$ cat src/rtl/univ_shift_reg_pkg.sv
// Shared mode encodings and the shift-counter width helper for univ_shift_reg.
package univ_shift_reg_pkg;

    localparam logic [1:0] MODE_HOLD = 2'b00;
    localparam logic [1:0] MODE_SHUP = 2'b01;
    localparam logic [1:0] MODE_SHDN = 2'b10;
    localparam logic [1:0] MODE_LOAD = 2'b11;

    function automatic int cnt_w(input int depth);
        return $clog2(depth + 1);
    endfunction

endpackage

$ cat src/rtl/univ_shift_reg_dff_stage.sv
// One WIDTH-bit stage of the universal shift register with its own 4:1 next-value mux.
// Active edge chosen by NEG_EDGE; the clock itself is never inverted or gated.
module univ_shift_reg_dff_stage
    import univ_shift_reg_pkg::*;
#(
    parameter int               WIDTH     = 8,
    parameter bit               NEG_EDGE  = 1'b1,
    parameter logic [WIDTH-1:0] RESET_VAL = '0
) (
    input  logic             clk,
    input  logic             reset,
    input  logic             en,
    input  logic [1:0]       mode,
    input  logic [WIDTH-1:0] up_in,
    input  logic [WIDTH-1:0] dn_in,
    input  logic [WIDTH-1:0] ld_in,
    output logic [WIDTH-1:0] q
);

    logic [WIDTH-1:0] d;

    // Unknown or HOLD mode falls through to the default and keeps the stage.
    always_comb begin
        d = q;
        if (en) begin
            case (mode)
                MODE_SHUP: d = up_in;
                MODE_SHDN: d = dn_in;
                MODE_LOAD: d = ld_in;
                default:   d = q;
            endcase
        end
    end

    generate
        if (NEG_EDGE) begin : g_neg
            always_ff @(negedge clk or negedge reset) begin
                if (!reset) q <= RESET_VAL;
                else        q <= d;
            end
        end else begin : g_pos
            always_ff @(posedge clk or negedge reset) begin
                if (!reset) q <= RESET_VAL;
                else        q <= d;
            end
        end
    endgenerate

endmodule

$ cat src/rtl/univ_shift_reg.sv
// Universal shift register: DEPTH stages of WIDTH bits with hold/shift-up/shift-down/load.
// Optional UNIV_SHIFT_REG_OVERRIDE_EN adds ovr_en/ovr_val to force q without disturbing the stages.
module univ_shift_reg
    import univ_shift_reg_pkg::*;
#(
    parameter int               WIDTH     = 8,
    parameter int               DEPTH     = 4,
    parameter bit               NEG_EDGE  = 1'b1,
    parameter logic [WIDTH-1:0] RESET_VAL = '0
) (
    input  logic                     clk,
    input  logic                     reset,
`ifdef UNIV_SHIFT_REG_OVERRIDE_EN
    input  logic                     ovr_en,
    input  logic [WIDTH*DEPTH-1:0]   ovr_val,
`else
`endif
    input  logic                     en,
    input  logic [1:0]               mode,
    input  logic [WIDTH-1:0]         sin_lo,
    input  logic [WIDTH-1:0]         sin_hi,
    input  logic [WIDTH*DEPTH-1:0]   pdata,
    output logic [WIDTH*DEPTH-1:0]   q,
    output logic [WIDTH*DEPTH-1:0]   qbar,
    output logic [WIDTH-1:0]         sout_lo,
    output logic [WIDTH-1:0]         sout_hi,
    output logic [cnt_w(DEPTH)-1:0]  shift_cnt,
    output logic                     flushed
);

    localparam int               CNT_W   = cnt_w(DEPTH);
    localparam logic [CNT_W-1:0] CNT_MAX = CNT_W'(DEPTH);

    logic [WIDTH-1:0]       stage [DEPTH];
    logic [WIDTH*DEPTH-1:0] stages_flat;

    for (genvar k = 0; k < DEPTH; k++) begin : g_stage
        logic [WIDTH-1:0] up_in;
        logic [WIDTH-1:0] dn_in;

        if (k == 0) begin : g_up_edge
            assign up_in = sin_lo;
        end else begin : g_up_mid
            assign up_in = stage[k-1];
        end

        if (k == DEPTH-1) begin : g_dn_edge
            assign dn_in = sin_hi;
        end else begin : g_dn_mid
            assign dn_in = stage[k+1];
        end

        univ_shift_reg_dff_stage #(
            .WIDTH     (WIDTH),
            .NEG_EDGE  (NEG_EDGE),
            .RESET_VAL (RESET_VAL)
        ) u_stage (
            .clk   (clk),
            .reset (reset),
            .en    (en),
            .mode  (mode),
            .up_in (up_in),
            .dn_in (dn_in),
            .ld_in (pdata[k*WIDTH +: WIDTH]),
            .q     (stage[k])
        );

        assign stages_flat[k*WIDTH +: WIDTH] = stage[k];
    end

    logic             shifting;
    logic [CNT_W-1:0] cnt_nxt;

    assign shifting = en && ((mode == MODE_SHUP) || (mode == MODE_SHDN));

    always_comb begin
        cnt_nxt = shift_cnt;
        if (en && (mode == MODE_LOAD))
            cnt_nxt = '0;
        else if (shifting && (shift_cnt != CNT_MAX))
            cnt_nxt = shift_cnt + 1'b1;
    end

    generate
        if (NEG_EDGE) begin : g_cnt_neg
            always_ff @(negedge clk or negedge reset) begin
                if (!reset) shift_cnt <= '0;
                else        shift_cnt <= cnt_nxt;
            end
        end else begin : g_cnt_pos
            always_ff @(posedge clk or negedge reset) begin
                if (!reset) shift_cnt <= '0;
                else        shift_cnt <= cnt_nxt;
            end
        end
    endgenerate

    // Flags and serial taps always follow the real stages, even while q is forced.
    assign flushed = (shift_cnt == CNT_MAX);
    assign sout_lo = stage[0];
    assign sout_hi = stage[DEPTH-1];

`ifdef UNIV_SHIFT_REG_OVERRIDE_EN
    assign q = ovr_en ? ovr_val : stages_flat;
`else
    assign q = stages_flat;
`endif
    assign qbar = ~q;

endmodule

$ cat config.mk
export PLATFORM = sky130hd
export DESIGN_NAME = univ_shift_reg
export DESIGN_NICKNAME = d
export VERILOG_FILES = /design/src/rtl/univ_shift_reg_pkg.sv /design/src/rtl/univ_shift_reg_dff_stage.sv /design/src/rtl/univ_shift_reg.sv
export SDC_FILE = /design/constraint.sdc
export NUM_CORES = 1
export LEC_CHECK = 0
export BUFFER_PORTS_ARGS = -buffer_cell sky130_fd_sc_hd__buf_2
export CAP_MARGIN = 20
export CORE_MARGIN = 2
export CORE_UTILIZATION = 42
export DETAILED_ROUTE_END_ITERATION = 8
export HOLD_SLACK_MARGIN = 0.12
export PLACE_DENSITY = 0.79
export SLEW_MARGIN = 5
export SYNTH_ARGS = -nofsm -noshare
export SYNTH_HDL_FRONTEND = slang
export SYNTH_HIERARCHICAL = 1
export SYNTH_SLANG_ARGS = --single-unit
$ cat constraint.sdc
create_clock -name clk -period 1.3 [get_ports clk]
set_input_delay 0.13 -clock clk [delete_from_list [all_inputs] [get_ports clk]]
set_output_delay 0.13 -clock clk [all_outputs]
set_load 0.01 [all_outputs]
Word-level counts from Yosys, hierarchy flattened
Cells that the tools add are included.
{ "totals": {"mem_bits_rw": 0, "reg_bits": 35, "latchBits": 0, "rom_bits": 0, "n_memories": 0, "output_inout_bits": 84} }
{ "classes": {"magnitude_cmp": 0, "n_eq_ne": 5, "n_mux": 6, "add_sub_neg": 1, "mul": 0, "reduce_logical": 7, "bitwise": 1, "n_div": 0, "shift": 0} }
{ "op_table": {"columns": ["operator", "count"], "rows": [
  ["$pmux W8 S3", 4],
  ["$not A32 Y32", 1],
  ["$mux W3", 2],
  ["$eq A2 B2 Y1 const B", 2],
  ["$add A3 B1 Y3 const B", 1],
  ["$eq A3 B3 Y1 const B", 1],
  ["$logic_and A1 B1 Y1", 3],
  ["$ne A3 B3 Y1 const B", 1],
  ["$reduce_bool A3 Y1", 1],
  ["$eq A2 B1 Y1 const B", 1],
  ["$reduce_and A2 Y1", 1],
  ["$reduce_bool A2 Y1", 1],
  ["$logic_or A1 B1 Y1", 1]
]} }

Depth between registers and ports, before layout
Gate-level depths: netlist of the first run.
{ "depth": {"ltp_word": 6, "mapped_depth": 5, "mapped_depth_nobuf": 5} }

Cells and area by module
Netlist of the first run, hierarchy kept.
{ "modules_own_cells": {"columns": ["mod", "cells_per_inst", "area_per_inst_um2", "instances"], "rows": [
  ["univ_shift_reg_dff_stage", 55, 546.8, 4],
  ["univ_shift_reg", 67, 450.4, 1]
]} }

==> metrics.log, run 1 <==
[metrics] Final Net Count: 535
[metrics] row count: 28
[metrics] number of max-slew violations in the final report: 0
[metrics] I/O pin count: 137
[metrics] sequential power share: 0.263
[metrics] maximum capacitance violations: 0
[metrics] distinct cell type count of the synthesized netlist: 22
[metrics] Clk pwr share: 0.143
[metrics] cell chain of the critical path: inv_2, ha_4, and2_4, buf_6
[metrics] starting density of the core: 0.440
[metrics] logic depth of the worst setup path including buffers: 4
[metrics] hold slack: 322 ps
[metrics] standard cell area after detailed placement: around 3600 µm²
[metrics] clock insertion delay at the later pin of the skew report: 310 ps
[metrics] path depth of the worst reg2reg path: 5
[metrics] Switch Pwr: 2.57 mW
[metrics] relative max-transition margin: 0.707
[metrics] top-area cell type share of the netlist area: 0.332
[metrics] Detail Placement HPWL: 5570 µm
[metrics] Cell Area, Synth: 2640 µm²
[metrics] setup repair after global routing missed its margin: yes
[metrics] area grow syn2layout: 87.7%
[metrics] maximum number of pins on one net before global-route repair: 38
[metrics] via/cell ratio: 6.31
[metrics] Starting DRT DRC Count: 329
[metrics] CP max stage delay: 420 ps
[metrics] violated checks: setup timing
[metrics] total of fill cells in the finished design: 309
[metrics] number of antenna-violating nets in the routed design: 0
[metrics] R2R Path End: g_stage[2].u_stage/q[6]
[metrics] horizontal die dimension: 83.2 µm
[metrics] root buffer cell: sky130_fd_sc_hd__clkbuf_8
[metrics] TritonRoute pass-1 iters: 5
[metrics] internal power: 3.66 mW
[metrics] worst path bufs/invs: 2
[metrics] DIE AREA: 6930 µm²
[metrics] antenna diode count: 0
[metrics] synthesis-stage register bit count: 35
[metrics] Global Route Usage Sum: 0.311
[metrics] average routed wire per standard cell: around 25 µm
[metrics] Final Hold Fails: 0
[metrics] crit path launch type: flip-flop
[metrics] count of hold-fix buffers inserted at cts: 0
[metrics] worst reg2reg startpoint: g_stage[1].u_stage/q[6]
[metrics] Syn Area/Cell: 9.19 µm²
[metrics] Synth area leader: sky130_fd_sc_hd__dfrtn_1
[metrics] fraction of final layout cells sized beyond drive strength 1: 0.777
[metrics] classification of the worst-slack hold path: primary input to async pin
[metrics] number of buffers inserted during clock tree synthesis: 5
[metrics] met3 GRT Util: 0.0646
[metrics] clock-pin slew reported for the worst setup and hold paths after clock tree synthesis: 70 ps
[metrics] cell leakage power: 2.37 nW
[metrics] CTS H-tree lvls: 2
[metrics] sequential fraction of the synthesis area: 0.332
[metrics] cell count after synthesis: 287
[metrics] detailed-route via count: 3502
[metrics] number of antenna violations at the first check in global routing: 0
[metrics] IR Drop Worst-Case VDD: 954 µV
[metrics] type of destination of the critical path: primary output
[metrics] required arrival time at the worst endpoint: roughly 1200 ps
[metrics] share of power burned in combinational logic: 0.594
[metrics] result of the run: finished, violations left
[metrics] critical path's top delay family: flip-flops
[metrics] most used cells in the layout excluding fill and tap cells: 96 x sky130_fd_sc_hd__buf_2, 58 x sky130_fd_sc_hd__buf_4, 47 x sky130_fd_sc_hd__buf_6
[metrics] leading cell types by total area after synthesis: sky130_fd_sc_hd__dfrtn_1 33%, sky130_fd_sc_hd__mux2_4 9.1%, sky130_fd_sc_hd__nand3b_1 9.1%
[metrics] fraction of met2 tracks used by global routing: 0.543
[metrics] last weighted congestion value of the routability-driven placer: 0.769
[metrics] kind of critical path: flip-flop to primary output
[metrics] skew final: 13.1 ps
[metrics] post-route standard cell area excluding fillers: 4950 µm²
[metrics] final routed DRC violation total: 0
[metrics] CTS tree: yes
[metrics] timing startpoint of the critical path: shift_cnt[1]
[metrics] largest fanout on the critical path: 2
[metrics] height of the chip: around 83 µm
[metrics] setup slack, reg-to-reg: -100 ps
[metrics] number of I/O port buffers: 136
[metrics] vias in the first global route: roughly 3200
[metrics] pwr dens: 1260 nW/µm²
[metrics] fraction of power spent switching nets: 0.413
[metrics] largest buffer count on any clock path: 2
[metrics] first-pass GRT wire length: ~17000 µm
[metrics] core footprint: 5990 µm²
[metrics] final setup fails: around 120
[metrics] worst setup path endpoint: flushed
[metrics] routing layer with the top usage in global route: met2
[metrics] post-layout worst setup margin: -650 ps
[metrics] most common cell after layout, fill and taps aside: sky130_fd_sc_hd__buf_2
[metrics] total routed wirelength: 14000 µm
[metrics] TritonCTS sink count: 35
[metrics] Slew @ Worst Pin: 439 ps
[metrics] Post-Syn Nets: 343
[metrics] data arrival at the endpoint of the critical path: between 1500 and 2000 ps
[metrics] warning count from the yosys run: 6
[metrics] overall overflow remaining after global route: 0
[metrics] global routing usage on met1: 0.379
[metrics] Crit-path slowest cell: sky130_fd_sc_hd__dfrtn_1
kinds of logic (layout without fill, tap and decap cells):
family                   Yosys count  count (layout)  synth area share
AND/OR/NAND/NOR                   39              39             0.108
AO/OA/AOI/OAI                    103             103             0.223
adder cells (fa/ha/maj)            3               3            0.0142
flip-flops                        35              35             0.332
multiplexers                      32              32             0.159
buffers and inverters             75             268             0.164
Yosys cell counts (all sizes together):
cell type,count
and2,2
a31oi,1
nor2b,1
o21ai,33
nand3b,32
buf,36
a21boi,1
a41o,1
dfrtn,35
inv,39
o22ai,32
a21oi,33
ha,3
a22o,1
mux2,32
a32o,1
nand2,4
how the worst min path moves through the flow:
stage	end	from	cells past startpoint	slack [ps]
2_1_floorplan	g_stage[0].u_stage/q[0]	reset	0	380
6_report	g_stage[1].u_stage/q[0]	reset	2	320
4_1_cts	g_stage[0].u_stage/q[0]	reset	2	320
3_3_place_gp	shift_cnt[0]	shift_cnt[0]	3	560
3_5_place_dp	shift_cnt[0]	shift_cnt[0]	2	580
5_1_grt	g_stage[1].u_stage/q[0]	reset	2	350
sequential cells by signal (all words and copies together) (netlist names):
name,cells
g_stage.u_stage/q,32
shift_cnt,3
worst register-to-register path, cell delays in order (launching register included):
cell and delay, ps:
sky130_fd_sc_hd__dfrtn_1 430, sky130_fd_sc_hd__buf_4 170, sky130_fd_sc_hd__buf_4 130, sky130_fd_sc_hd__mux2_4 290
sky130_fd_sc_hd__o22ai_4 140, sky130_fd_sc_hd__a21oi_2 50
cell type report:
cell class / instances / area [µm²] / share of cell area
Multi-Input combinational cell: 177 / 1850 / 0.374
Timing Repair Buffer: 221 / 1890 / 0.381
Tap cell: 75 / 93.8 / 0.0190
Inverter: 39 / 154 / 0.0311
Clock inverter: 3 / 20.0 / 0.00404
Sequential cell: 35 / 876 / 0.177
Clock buffer: 5 / 68.8 / 0.0139
per-stage QoR:
| step | power (mW) | TNS (ps) | worst slack [ps] | utilization | instances |
|---|---|---|---|---|---|
| global route | 6.40 | -43270 | -684 | 0.826 | 555 |
| finish | 6.23 | -41610 | -650 | 0.826 | 555 |
| CTS | 5.49 | -39010 | -647 | 0.777 | 547 |
| floorplan | 2.96 | -12900 | -350 | - | 287 |
| global placement | 3.84 | -24760 | -515 | 0.599 | 509 |
| detailed placement | 3.91 | -26240 | -578 | 0.599 | 509 |
repair_timing:
action	CTS	global route
buffers inserted	22	10
pin swaps	24	12
cloned	9	3
gates resized for setup	111	69
endpoints found under the setup margin	119	119
power groups by stage:
stage                     Clock (mW)  Combinational [mW]  Sequential (mW)
final                          0.891                3.70             1.64
after floorplan                    0                1.20             1.76
after global routing           0.903                3.84             1.65
after detailed placement           0                2.29             1.62
after CTS                      0.833                3.07             1.59
after global placement             0                2.23             1.61
routing by layer:
metal,part of all wire,vias to the layer above
li1,-,1396
met1,0.36,1655
met5,0,-
met2,0.47,357
met3,0.12,94
met4,0.056,0
Note: power is estimated with default switching activity, not from simulation.
==> run 2, diff against run 1 <==
Settings changed: TNS_END_PERCENT set to 5.
==> metrics.log, run 2 (same netlist as run 1, synthesis figures left out) <==
[metrics] cell leakage power: 1.96 nW (was 2.37 nW)
[metrics] first-pass GRT wire length: 12600 µm (was 17200 µm)
[metrics] largest fanout on the critical path: 2 (unchanged)
[metrics] kind of critical path: flip-flop to primary output (unchanged)
[metrics] register with the most flip-flops: g_stage.u_stage/q (unchanged)
[metrics] count of placed standard cells in the final layout, fillers left out: 521 (was 555)
[metrics] share of power burned in combinational logic: 0.532 (was 0.594)
[metrics] Final Net Count: 503 (was 535)
[metrics] root buffer cell: sky130_fd_sc_hd__clkbuf_8 (unchanged)
[metrics] setup slack, reg-to-reg: -180 ps (was -100 ps)
[metrics] classification of the worst-slack hold path: primary input to async pin (unchanged)
[metrics] detailed-route via count: 2713 (was 3502)
[metrics] CP max stage delay: 430 ps (was 420 ps)
[metrics] R2R Path End: shift_cnt[0] (was g_stage[2].u_stage/q[6])
[metrics] timing startpoint of the critical path: shift_cnt[0] (was shift_cnt[1])
[metrics] largest registers: g_stage.u_stage/q x32, shift_cnt x3 (unchanged)
[metrics] skew final: 4.97 ps (was 13.1 ps)
[metrics] DIE AREA: 6930 µm² (unchanged)
[metrics] clock insertion delay at the later pin of the skew report: 290 ps (was 310 ps)
[metrics] maximum number of pins on one net before global-route repair: 37 (was 38)
[metrics] sequential power share: 0.315 (was 0.263)
[metrics] Util after Layout: 0.634 (was 0.826)
[metrics] antenna diode count: 0 (unchanged)
[metrics] number of buffers inserted during clock tree synthesis: 5 (unchanged)
[metrics] row count: 28 (unchanged)
[metrics] CTS H-tree lvls: 2 (unchanged)
[metrics] TritonCTS sink count: 35 (unchanged)
[metrics] area grow syn2layout: 44.1% (was 87.7%)
[metrics] violated checks: setup timing (unchanged)
[metrics] final setup fails: 119 (unchanged)
[metrics] Switch Pwr: 1.77 mW (was 2.57 mW)
[metrics] total routed wirelength: 7650 µm (was 14000 µm)
[metrics] Slew @ Worst Pin: 295 ps (was 439 ps)
[metrics] starting density of the core: 0.440 (unchanged)
[metrics] vias in the first global route: 2678 (was 3173)
[metrics] Starting DRT DRC Count: 90 (was 329)
[metrics] pwr dens: 1280 nW/µm² (was 1260 nW/µm²)
[metrics] result of the run: finished, violations left (unchanged)
[metrics] last weighted congestion value of the routability-driven placer: 0.817 (was 0.769)
[metrics] clock-pin slew reported for the worst setup and hold paths after clock tree synthesis: 50 ps (was 70 ps)
[metrics] type of destination of the critical path: primary output (unchanged)
[metrics] Detail Placement HPWL: 5700 µm (was 5570 µm)
[metrics] worst reg2reg startpoint: shift_cnt[0] (was g_stage[1].u_stage/q[6])
[metrics] I/O pin count: 137 (unchanged)
[metrics] number of antenna violations at the first check in global routing: 0 (unchanged)
[metrics] core footprint: 5990 µm² (unchanged)
[metrics] Overall Power: 4.87 mW (was 6.23 mW)
[metrics] hold slack: 330 ps (was 322 ps)
[metrics] fraction of final layout cells sized beyond drive strength 1: 0.540 (was 0.777)
[metrics] fraction of power spent switching nets: 0.364 (was 0.413)
[metrics] setup repair after global routing missed its margin: yes (unchanged)
[metrics] number of antenna-violating nets in the routed design: 0 (unchanged)
[metrics] number of I/O port buffers: 136 (unchanged)
[metrics] number of max-slew violations in the final report: 0 (unchanged)
[metrics] path depth of the worst reg2reg path: 7 (was 5)
[metrics] post-layout worst setup margin: -653 ps (was -650 ps)
[metrics] required arrival time at the worst endpoint: 1170 ps (about the same)
[metrics] overall overflow remaining after global route: 0 (unchanged)
[metrics] count of hold-fix buffers inserted at cts: 0 (unchanged)
[metrics] via/cell ratio: 5.21 (was 6.31)
[metrics] relative max-transition margin: 0.803 (was 0.707)
[metrics] Crit-path slowest cell: sky130_fd_sc_hd__dfrtn_1 (unchanged)
[metrics] average routed wire per standard cell: 14.7 µm (was 25.2 µm)
[metrics] most common cell after layout, fill and taps aside: sky130_fd_sc_hd__buf_2 (unchanged)
[metrics] cell chain of the critical path: inv_2, ha_4, and2_4, buf_6 (unchanged)
[metrics] number of flip-flops under the largest register name: 32 (unchanged)
[metrics] Sum Neg Setup Slack: -36540 ps (was -41610 ps)
[metrics] IR Drop Worst-Case VDD: 881 µV (was 954 µV)
[metrics] Clk pwr share: 0.153 (was 0.143)
[metrics] height of the chip: 83.2 µm (unchanged)
[metrics] DP Cell Count: 508 (was 509)
[metrics] Global Route Usage Sum: 0.217 (was 0.311)
[metrics] data arrival at the endpoint of the critical path: 1820 ps (about the same)
[metrics] crit path launch type: flip-flop (unchanged)
[metrics] TritonRoute pass-1 iters: 4 (was 5)
[metrics] internal power: 3.10 mW (was 3.66 mW)
[metrics] largest buffer count on any clock path: 2 (unchanged)
[metrics] CTS tree: yes (unchanged)
[metrics] Final Hold Fails: 0 (unchanged)
[metrics] most used cells in the layout excluding fill and tap cells: 127 x sky130_fd_sc_hd__buf_2, 45 x sky130_fd_sc_hd__buf_4, 36 x sky130_fd_sc_hd__inv_1 (was 96 x sky130_fd_sc_hd__buf_2, 58 x sky130_fd_sc_hd__buf_4, 47 x sky130_fd_sc_hd__buf_6)
[metrics] horizontal die dimension: 83.2 µm (unchanged)
[metrics] maximum capacitance violations: 0 (unchanged)
[metrics] worst setup path endpoint: flushed (unchanged)
[metrics] final routed DRC violation total: 0 (unchanged)
## run 2: cell types whose count changed in the layout (fill, tap and decap cells not counted), moves of 13 or more
cell,previous run,this run
sky130_fd_sc_hd__inv_2,34,3
sky130_fd_sc_hd__o22ai_1,0,31
sky130_fd_sc_hd__a21oi_2,22,0
sky130_fd_sc_hd__o21ai_2,14,1
sky130_fd_sc_hd__buf_6,47,9
sky130_fd_sc_hd__mux2_2,1,15
sky130_fd_sc_hd__mux2_4,31,17
sky130_fd_sc_hd__inv_1,3,36
sky130_fd_sc_hd__o21ai_0,14,32
sky130_fd_sc_hd__buf_2,96,127
sky130_fd_sc_hd__o22ai_2,22,1
sky130_fd_sc_hd__a21oi_1,11,33
sky130_fd_sc_hd__buf_4,58,45
## run 2: worst min path at each step
stage,startpoint,to
2_1_floorplan,reset,g_stage[0].u_stage/q[0]
3_3_place_gp,shift_cnt[1],shift_cnt[1]
3_5_place_dp,shift_cnt[1],shift_cnt[1]
4_1_cts,reset,g_stage[3].u_stage/q[6]
5_1_grt,reset,g_stage[3].u_stage/q[6]
6_report,reset,g_stage[3].u_stage/q[5]
## run 2: through the flow
| stage | cell area (µm²) | setup WS, ps |
|---|---|---|
| after global routing | 3800 | -697 |
| after detailed placement | 3590 | -559 |
| after CTS | 3750 | -666 |
| final | 3800 | -653 |
| after floorplan | 2670 | -350 |
| after global placement | 3590 | -519 |
## run 2: routing by layer
layer	track usage	part of all wire	wire length, µm
met5	0	0	0
met4	0.0432	0.0085	65
met3	0.0457	0.052	399
met2	0.393	0.53	4040
met1	0.264	0.41	3140
## run 2: critical path: cells and delay by family (launching register included)
kind / cells / cell delay (ps)
buf+inv: 2 / 170
simple gates: 1 / 130
fa+ha+maj: 1 / 160
flops: 1 / 430
## run 2: what timing repair did
item                                    CTS  global route
setup buffers                             4             4
endpoints found under the setup margin  119           119
resized for setup                        14             5
cloned                                    0             0
pin swaps                                 3             5
## run 2: final cells by class
cell class | count | area (µm²)
fillers | 502 | 2190
repair buffers | 189 | 1230
flip-flops and latches | 35 | 876
well taps | 75 | 93.8
inverters | 39 | 146
clock buffers | 6 | 72.6
multi-input cells | 177 | 1380
## run 2: power by group through the flow
stage / Clock, mW / Combinational (mW) / Sequential, mW
finish: 0.745 / 2.59 / 1.54
global route: 0.829 / 2.80 / 1.57
CTS: 0.778 / 2.49 / 1.54
detailed placement: 0 / 2.33 / 1.55
global placement: 0 / 2.27 / 1.54
floorplan: 0 / 1.12 / 1.72
==> run 3, diff against run 2 <==
Settings changed: REMOVE_ABC_BUFFERS set to 1, TNS_END_PERCENT 5 to unset.
==> metrics.log, run 3 (same netlist as run 1, synthesis figures left out) <==
[metrics] result of the run: finished, violations left (unchanged)
[metrics] violated checks: setup timing (unchanged)
[metrics] cell leakage power: 2.35 nW (was 1.96 nW)
[metrics] standard cell area after detailed placement: 3520 µm² (was 3590 µm²)
[metrics] data arrival at the endpoint of the critical path: 1840 ps (was 1820 ps)
[metrics] clock-pin slew reported for the worst setup and hold paths after clock tree synthesis: 50 ps (about the same)
[metrics] overall overflow remaining after global route: 0 (unchanged)
[metrics] IR Drop Worst-Case VDD: 1090 µV (was 881 µV)
[metrics] Util after Layout: 0.783 (was 0.634)
[metrics] met3 wire len: 663 µm (was 399 µm)
[metrics] largest fanout on the critical path: 2 (unchanged)
[metrics] total of fill cells in the finished design: 384 (was 502)
[metrics] final routed DRC violation total: 0 (unchanged)
[metrics] kind of critical path: flip-flop to primary output (unchanged)
[metrics] DIE AREA: 6930 µm² (unchanged)
[metrics] last weighted congestion value of the routability-driven placer: 0.770 (was 0.817)
[metrics] starting density of the core: 0.440 (unchanged)
[metrics] count of placed standard cells in the final layout, fillers left out: 552 (was 521)
[metrics] maximum capacitance violations: 0 (unchanged)
[metrics] first-pass GRT wire length: 15200 µm (was 12600 µm)
[metrics] largest buffer count on any clock path: 2 (unchanged)
[metrics] TritonCTS sink count: 35 (unchanged)
[metrics] Final Net Count: 534 (was 503)
[metrics] number of antenna-violating nets in the routed design: 0 (unchanged)
[metrics] required arrival time at the worst endpoint: 1170 ps (about the same)
[metrics] row count: 28 (unchanged)
[metrics] number of I/O port buffers: 136 (unchanged)
[metrics] crit path launch type: flip-flop (unchanged)
[metrics] routed metal-1 wire length: 4160 µm (was 3140 µm)
[metrics] I/O pin count: 137 (unchanged)
[metrics] via/cell ratio: 5.57 (was 5.21)
[metrics] height of the chip: 83.2 µm (unchanged)
[metrics] relative max-transition margin: 0.805 (was 0.803)
[metrics] met2 WL: 5200 µm (was 4040 µm)
[metrics] most used cells in the layout excluding fill and tap cells: 126 x sky130_fd_sc_hd__buf_2, 56 x sky130_fd_sc_hd__buf_4, 35 x sky130_fd_sc_hd__dfrtn_1 (was 127 x sky130_fd_sc_hd__buf_2, 45 x sky130_fd_sc_hd__buf_4, 36 x sky130_fd_sc_hd__inv_1)
[metrics] core footprint: 5990 µm² (unchanged)
[metrics] uppermost routed layer: met4 (unchanged)
[metrics] classification of the worst-slack hold path: primary input to async pin (unchanged)
[metrics] number of flip-flops under the largest register name: 32 (unchanged)
[metrics] number of max-slew violations in the final report: 0 (unchanged)
[metrics] pwr dens: 1180 nW/µm² (was 1280 nW/µm²)
[metrics] post-place setup slack: -626 ps (was -559 ps)
[metrics] most common cell after layout, fill and taps aside: sky130_fd_sc_hd__buf_2 (unchanged)
[metrics] Final Hold Fails: 0 (unchanged)
[metrics] fraction of final layout cells sized beyond drive strength 1: 0.696 (was 0.540)
[metrics] total routed wirelength: 10300 µm (was 7650 µm)
[metrics] final setup fails: 119 (unchanged)
[metrics] vias in the first global route: 2938 (was 2678)
[metrics] Overall Power: 5.52 mW (was 4.87 mW)
[metrics] CTS tree: yes (unchanged)
[metrics] CTS H-tree lvls: 2 (unchanged)
[metrics] root buffer cell: sky130_fd_sc_hd__clkbuf_8 (unchanged)
[metrics] maximum number of pins on one net before global-route repair: 32 (was 37)
[metrics] register with the most flip-flops: g_stage.u_stage/q (unchanged)
[metrics] post-layout worst setup margin: -668 ps (was -653 ps)
[metrics] area grow syn2layout: 77.8% (was 44.1%)
[metrics] Slew @ Worst Pin: 289 ps (was 295 ps)
[metrics] Starting DRT DRC Count: 123 (was 90)
[metrics] Sum Neg Setup Slack: -37100 ps (was -36540 ps)
[metrics] type of destination of the critical path: primary output (unchanged)
[metrics] Detail Placement HPWL: 5350 µm (was 5700 µm)
[metrics] post-route standard cell area excluding fillers: 4690 µm² (was 3800 µm²)
[metrics] setup repair after global routing missed its margin: yes (unchanged)
[metrics] number of antenna violations at the first check in global routing: 1 (was 0)
[metrics] antenna diode count: 0 (unchanged)
[metrics] largest registers: g_stage.u_stage/q x32, shift_cnt x3 (unchanged)
[metrics] Global Route Usage Sum: 0.271 (was 0.217)
[metrics] number of buffers inserted during clock tree synthesis: 5 (unchanged)
[metrics] detailed-route via count: 3076 (was 2713)
[metrics] skew final: 2.16 ps (was 4.97 ps)
[metrics] clock insertion delay at the later pin of the skew report: 300 ps (was 290 ps)
[metrics] DP Cell Count: 508 (unchanged)
[metrics] TritonRoute pass-1 iters: 4 (unchanged)
[metrics] average routed wire per standard cell: 18.7 µm (was 14.7 µm)
[metrics] hold slack: 190 ps (was 330 ps)
[metrics] horizontal die dimension: 83.2 µm (unchanged)
==> run 3: area by class of cell <==
type | instances | area, µm² | share of cell area
Clock buffer | 6 | 72.6 | 0.0155
Inverter | 39 | 161 | 0.0344
Multi-Input combinational cell | 177 | 1790 | 0.382
Sequential cell | 35 | 876 | 0.187
Tap cell | 75 | 93.8 | 0.0200
Timing Repair Buffer | 220 | 1690 | 0.361
==> run 3: final timing paths <==
path | startpoint | to | slack (ps) | cells past startpoint
worst min-delay path | reset | shift_cnt[2] | 190 | 1
max in group asynchronous | reset | g_stage[3].u_stage/q[5] | 670 | 2
worst min register to register | shift_cnt[0] | shift_cnt[0] | 630 | 3
min in group clk | shift_cnt[0] | shift_cnt[0] | 630 | 3
worst max register to register | shift_cnt[0] | shift_cnt[0] | -150 | 6
worst max-delay path | shift_cnt[0] | flushed | -670 | 4
==> run 3: what timing repair did <==
action                     in CTS  in global routing
pin swaps                      16                 16
gates resized for setup       110                 52
setup buffers                  21                 15
gates cloned                    7                  3
setup endpoints to repair     119                119
hold buffers                    0                  0
==> run 3: report_power, final <==
group / switching [mW] / leakage [nW] / internal, mW / total, mW
registers: 0.220 / 0.393 / 1.33 / 1.55
clock network: 0.392 / 0.0371 / 0.357 / 0.749
logic: 1.48 / 1.92 / 1.73 / 3.22
==> run 3: per-layer routing <==
metal | vias to the layer above | global-route usage
met4 | 0 | 0.0954
met3 | 27 | 0.0537
met1 | 1508 | 0.326
li1 | 1396 | -
met5 | - | 0
met2 | 145 | 0.478
==> run 3: critical path, cell delays in order (launching register included) <==
cell	delay [ps]
sky130_fd_sc_hd__dfrtn_1	430
sky130_fd_sc_hd__inv_2	60
sky130_fd_sc_hd__ha_4	160
sky130_fd_sc_hd__and2_4	130
sky130_fd_sc_hd__buf_6	110
